--- src/rtl/actuator_sched.sv ---
// actuator_sched: three-channel PWM scheduler (heat, fan, light) with a shared
// 8-bit PWM counter, double-buffered duty registers and a heater/fan changeover
// FSM that inserts whole dead periods between the two mutually exclusive loads.
module actuator_sched #(
  parameter int unsigned PRESCALE     = 390,
  parameter int unsigned DEAD_PERIODS = 2
) (
  input  logic       clk,
  input  logic       resetn,
  input  logic       cmd_valid,
  output logic       cmd_ready,
  input  logic [1:0] cmd_ch,
  input  logic [7:0] cmd_duty,
  output logic       cmd_err,
  output logic       pid_HEAT,
  output logic       pid_FAN,
  output logic       pid_LIGHT,
  output logic       conflict,
  output logic [1:0] state_o
);

  localparam logic [15:0] PreMax   = 16'(PRESCALE - 1);
  localparam logic [3:0]  DeadLoad = 4'(DEAD_PERIODS);

  typedef enum logic [1:0] {
    StOff  = 2'd0,
    StHeat = 2'd1,
    StFan  = 2'd2,
    StDead = 2'd3
  } state_e;

  typedef enum logic [1:0] {
    WinNone = 2'd0,
    WinHeat = 2'd1,
    WinFan  = 2'd2
  } win_e;

  logic [15:0] r_pre;
  logic [7:0]  r_cnt;
  logic        r_rdy;
  logic        r_err;
  logic        r_conf;
  logic [7:0]  r_pend_heat, r_pend_fan, r_pend_light;
  logic [7:0]  r_shd_heat, r_shd_fan, r_shd_light;
  logic        r_pid_heat, r_pid_fan, r_pid_light;
  state_e      r_state, w_state_nxt;
  logic [3:0]  r_dead, w_dead_nxt;
  logic        w_tick, w_pb, w_acc;
  win_e        w_win;
  state_e      w_win_state;

  assign w_tick    = (r_pre == PreMax);
  assign w_pb      = w_tick && (r_cnt == 8'hFF);
  // r_rdy is low for the first cycle after reset release.
  assign cmd_ready = resetn && r_rdy && !w_pb;
  assign w_acc     = cmd_valid && cmd_ready;

  assign cmd_err   = r_err;
  assign conflict  = r_conf;
  assign pid_HEAT  = r_pid_heat;
  assign pid_FAN   = r_pid_fan;
  assign pid_LIGHT = r_pid_light;
  assign state_o   = r_state;

  // Winner is taken from the pending duties because they become the shadows at pb.
  always_comb begin
    w_win = WinNone;
    if ((r_pend_fan != 8'd0) && (r_pend_fan >= r_pend_heat)) begin
      w_win = WinFan;
    end else if (r_pend_heat != 8'd0) begin
      w_win = WinHeat;
    end
    unique case (w_win)
      WinHeat: w_win_state = StHeat;
      WinFan:  w_win_state = StFan;
      default: w_win_state = StOff;
    endcase
  end

  // Prescaler, PWM counter, command capture, shadow copy and conflict flag.
  always_ff @(posedge clk) begin
    if (!resetn) begin
      r_pre        <= 16'd0;
      r_cnt        <= 8'd0;
      r_rdy        <= 1'b0;
      r_err        <= 1'b0;
      r_conf       <= 1'b0;
      r_pend_heat  <= 8'd0;
      r_pend_fan   <= 8'd0;
      r_pend_light <= 8'd0;
      r_shd_heat   <= 8'd0;
      r_shd_fan    <= 8'd0;
      r_shd_light  <= 8'd0;
    end else begin
      r_pre <= w_tick ? 16'd0 : r_pre + 16'd1;
      if (w_tick) r_cnt <= r_cnt + 8'd1;
      r_rdy <= 1'b1;
      r_err <= w_acc && (cmd_ch == 2'd3);
      if (w_acc) begin
        case (cmd_ch)
          2'd0:    r_pend_heat  <= cmd_duty;
          2'd1:    r_pend_fan   <= cmd_duty;
          2'd2:    r_pend_light <= cmd_duty;
          default: ;
        endcase
      end
      if (w_pb) begin
        r_shd_heat  <= r_pend_heat;
        r_shd_fan   <= r_pend_fan;
        r_shd_light <= r_pend_light;
        r_conf      <= (r_pend_heat != 8'd0) && (r_pend_fan != 8'd0);
      end
    end
  end

  // FSM state and dead-period counter registers.
  always_ff @(posedge clk) begin
    if (!resetn) begin
      r_state <= StOff;
      r_dead  <= 4'd0;
    end else begin
      r_state <= w_state_nxt;
      r_dead  <= w_dead_nxt;
    end
  end

  // Changeover FSM: transitions only on the period boundary.
  always_comb begin
    w_state_nxt = r_state;
    w_dead_nxt  = r_dead;
    if (w_pb) begin
      unique case (r_state)
        StOff: w_state_nxt = w_win_state;
        StHeat: begin
          if (w_win == WinFan) begin
            w_state_nxt = StDead;
            w_dead_nxt  = DeadLoad;
          end else begin
            w_state_nxt = w_win_state;
          end
        end
        StFan: begin
          if (w_win == WinHeat) begin
            w_state_nxt = StDead;
            w_dead_nxt  = DeadLoad;
          end else begin
            w_state_nxt = w_win_state;
          end
        end
        StDead: begin
          if (r_dead <= 4'd1) begin
            w_dead_nxt  = 4'd0;
            w_state_nxt = w_win_state;
          end else begin
            w_dead_nxt = r_dead - 4'd1;
          end
        end
      endcase
    end
  end

  // Registered PWM compares; heat and fan are exclusive because state is.
  always_ff @(posedge clk) begin
    if (!resetn) begin
      r_pid_heat  <= 1'b0;
      r_pid_fan   <= 1'b0;
      r_pid_light <= 1'b0;
    end else begin
      r_pid_heat  <= (r_state == StHeat) && (r_cnt < r_shd_heat);
      r_pid_fan   <= (r_state == StFan) && (r_cnt < r_shd_fan);
      r_pid_light <= (r_cnt < r_shd_light);
    end
  end

endmodule

--- config.mk ---
export PLATFORM = sky130hd
export DESIGN_NAME = actuator_sched
export DESIGN_NICKNAME = d
export VERILOG_FILES = /design/src/rtl/actuator_sched.sv
export SDC_FILE = /design/constraint.sdc
export NUM_CORES = 1
export LEC_CHECK = 0
export BUFFER_PORTS_ARGS = -buffer_cell sky130_fd_sc_hd__buf_2
export CAP_MARGIN = 20
export CORE_AREA = 2 2 102 104
export CTS_CLUSTER_SIZE = 30
export DETAILED_ROUTE_END_ITERATION = 8
export DIE_AREA = 0 0 104 106
export GPL_TIMING_DRIVEN = 0
export PLACE_DENSITY = 0.66
export SYNTH_ARGS = -nofsm -noshare
export SYNTH_HDL_FRONTEND = slang
export SYNTH_SLANG_ARGS = --single-unit
--- constraint.sdc ---
create_clock -name clk -period 3.65 [get_ports clk]
set_input_delay 0.365 -clock clk [delete_from_list [all_inputs] [get_ports clk]]
set_output_delay 0.365 -clock clk [all_outputs]
set_load 0.02 [all_outputs]
==> flow_summary.toml <==
[drt]
wl_cell_um = 13.59
drcViolationCount = 0
firstDrtPassIters = 4
ant_nets = 0
post_drt_via_cell_ratio = 4.971
initialDrtViolationCount = 99
postRouteWirelength_um = 8930
vias_post_dr = 3266

[setup_path]
sequence_of_cells_on_the_critical_path = "ha_1 > nor4b_4 > nand4_4 > nor2_4 > buf_2 > buf_2 > nor2_1 > buf_2"
worst_path_arrival_time_ns = 2.50
rr_startpoint = "r_pend_fan[0]"
crit_path_end = "cmd_ready"
timing.critical_path.fanout_max = 10
timing.critical_path.from = "r_pre[0]"
worst-endpoint-required_ns = 3.28
start_kind = "register"
critical_path.endpoint_type = "primary output"
cpLargestDelayFamily = "simple AND/OR/NAND/NOR gates"
max_stage_delay_ns = 0.41
worst-r2r-cell-count = 8
r2r-end = "r_dead[2]"
ff2ff_setup_slack_ns = 1.05
critPathMostFrequentCell = "buf_2"
slowest_stage_cell_crit_path = "dfxtp_1"
critPathKind = "register to primary output"
cp.buffers_inverters = 3
worst-path-stages = 8

[power]
power.share.sequential_pct = 57.6
power_density_mw_per_mm2 = 333.2
ir_drop_v = 0.0002530
pwr-share-clk_pct = 37.4
switching_fraction_pct = 25.16
cellLeakagePower_nw = 1.730
combinationalPowerShare_pct = 4.9
total_switching_power_mw = 0.4059
internal-power_mw = 1.207

[cts]
worst_setup_hold_path_clk_slew_ns = 0.09
htree_num_levels = 3
cts_hold_buffers = 0
clk-insertion-delay-late_ns = 0.38
ctsLongestPathBuffers = 2
post_cts.resized_instances = 0
ctsRootBufferMaster = "clkbuf_8"
tritoncts = "yes"
setup_fix_buffers_added_after_clock_tree_synthesis = 0
numClockSinks = 84
cts_inserted_buffers = 9

[global_routing]
antenna_found_initial = 0
top_usage_layer = "met2"
largest_net_degree_at_the_start_of_global_routing = 16
use_met2_pct = 31.11
global_route.usage.met1_pct = 20.98
met3_usage_pct = 4.598
first_global_vias = 3325
overflow_left_after_global_routing = 0
grt_pass1_wl_um = 15720
global_route.usage.total_pct = 17.87

[die]
floorplan.initialDensity_pct = 43.97
die_outline_width_um = 104
design.die.area_mm2 = 0.01102
fp-row-count = 37
io-pin-count = 21
fp.dieH_um = 106
core_area_mm2 = 0.01000

[timing]
report.final.hold_viol_count = 0
setup_total_negative_slack_ns = 0
final-max-slew-violation-count = 0
shortest_clock_period_the_worst_path_allows_after_layout_ns = 2.863
fin_worst_hold_slack_ns = 0.1109
report.final.setup_viol = 0
period_share_pct = 78.43
grt_setup_unrepaired = "no"
slew_headroom_pct = 49.49
slew_at_the_pin_closest_to_its_max_slew_limit_ns = 0.7521
setup_slack_ns = 0.7873
maxClockFrequency_mhz = 349.3
fin_skew_ns = 0.01391

[placed_design]
numPortBuffers = 20
pre_cts_setup_slack_ns = 1.075
dp.final_hpwl_um = 6966
globalplace.congestion = 0.8080

[logic_synthesis]
synth_top_area_share_pct = 38.25
syn-instance-count = 485
yosys_register_bits = 84
syn-num-nets = 536
total_of_warnings_raised_by_yosys = 0
synth.cell_area_mm2 = 0.004397
synth_cell_type_count = 51
leading_cell_types_by_total_area_after_synthesis = "dfxtp_1, ha_1, nand2_1"
synth_sequential_area_ratio_pct = 38.25
syn_avg_cell_area_um2 = 9.065
synth_area_leader_cell = "dfxtp_1"

[min_path]
worst_hold_startpoint = "resetn"
hold_path.class = "input pin to register"

[final_layout]
layout-drive-gt1-share_pct = 10.75
diodes_inserted = 0
n_fill_cell = 1001
layout.core_utilization_pct = 48.42
syn_to_final_growth_pct = 10.13
finish.net_count = 567

[run_status]
run_status = "completed"

[flow_run]
max_cap_viol_count = 0
==> power groups by stage <==
stage                     Sequential, mW  Clock (mW)  Combinational [mW]
after floorplan                    0.949           0              0.0535
after CTS                          0.930       0.626              0.0808
final                              0.930       0.604              0.0795
after detailed placement           0.951           0              0.0805
after global routing               0.931       0.664              0.0887
after global placement             0.951           0              0.0779
==> cells by family after synthesis <==
family,synth area share [%]
adder cells (fa/ha/maj),10.81
AND/OR/NAND/NOR,25.90
buffers and inverters,5.037
XOR/XNOR,3.984
AO/OA/AOI/OAI,9.875
flip-flops,38.25
multiplexers,6.147
==> cells in the mapped netlist (all sizes together) <==
cell type,instances
a41o,1
or3,1
buf,4
and2b,2
and3,5
clkbuf,13
dfxtp,84
o31a,1
a211oi,2
nor2,31
nor4,8
o211ai,1
nand2b,6
inv,38
nor3,6
or2,1
nand2,75
a21o,2
o21bai,1
and4,3
o21ai,11
ha,38
nand4,8
xnor2,12
o31ai,3
or4,3
a2111oi,1
mux2i,27
a21oi,6
nor3b,1
xor2,8
nor4b,6
nor2b,29
o21a,2
o32ai,1
nand3,8
nand4b,1
and2,7
o311ai,1
a21boi,27
==> worst min-delay path by stage <==
stage                      to  slack, ns  cells past startpoint
2_1_floorplan           r_rdy       0.39                      0
3_3_place_gp     r_shd_fan[7]       0.44                      2
3_5_place_dp   r_shd_light[1]       0.45                      2
4_1_cts                 r_rdy       0.09                      1
5_1_grt                 r_rdy        0.1                      1
6_report                r_rdy       0.11                      1
==> stage by stage <==
stage	power, mW	cells	cell area [um^2]
after global routing	1.684	657	4842
after detailed placement	1.032	641	4667
final	1.613	657	4842
after global placement	1.029	641	4667
after floorplan	1.003	485	4397
after CTS	1.636	657	4842
==> state kept, by name, indices dropped and copies added, names as in the netlist, 2 cells and up <==
name,cells
r_pre,16
r_cnt,8
r_pend_fan,8
r_pend_heat,8
r_pend_light,8
r_shd_fan,8
r_shd_heat,8
r_shd_light,8
r_dead,4
state_o,2
==> final cells by class <==
| cell class | count | area [um^2] | share of cell area (%) |
|---|---|---|---|
| repair buffers | 20 | 100.1 | 2.067 |
| flip-flops and latches | 84 | 1682 | 34.73 |
| clock inverters | 7 | 51.30 | 1.059 |
| well taps | 136 | 170.2 | 3.514 |
| plain buffers | 17 | 78.83 | 1.628 |
| clock buffers | 9 | 123.9 | 2.558 |
| multi-input cells | 346 | 2494 | 51.50 |
| inverters | 38 | 142.6 | 2.946 |
==> cells in the final DEF (no fill, tap or decap), types with 4 or more instances in the layout <==
cell,n
a21boi_0,7
a21boi_1,20
a21oi_1,6
and2_1,7
and3_1,5
buf_2,24
clkbuf_1,12
clkbuf_8,10
dfxtp_1,84
ha_1,38
inv_1,38
mux2i_1,27
nand2_1,75
nand2b_1,5
nand3_1,8
nand4_1,7
nor2_1,29
nor2b_1,29
nor3_1,5
nor4_1,4
o21ai_0,11
xnor2_1,12
xor2_1,8
==> per-layer routing <==
layer  up-vias  wire length [um]
met5         -                 0
met4         0               151
met3        13               261
met2        38              4398
met1      1515              4119
li1       1700                 -
(Power assumes the default switching activity.)
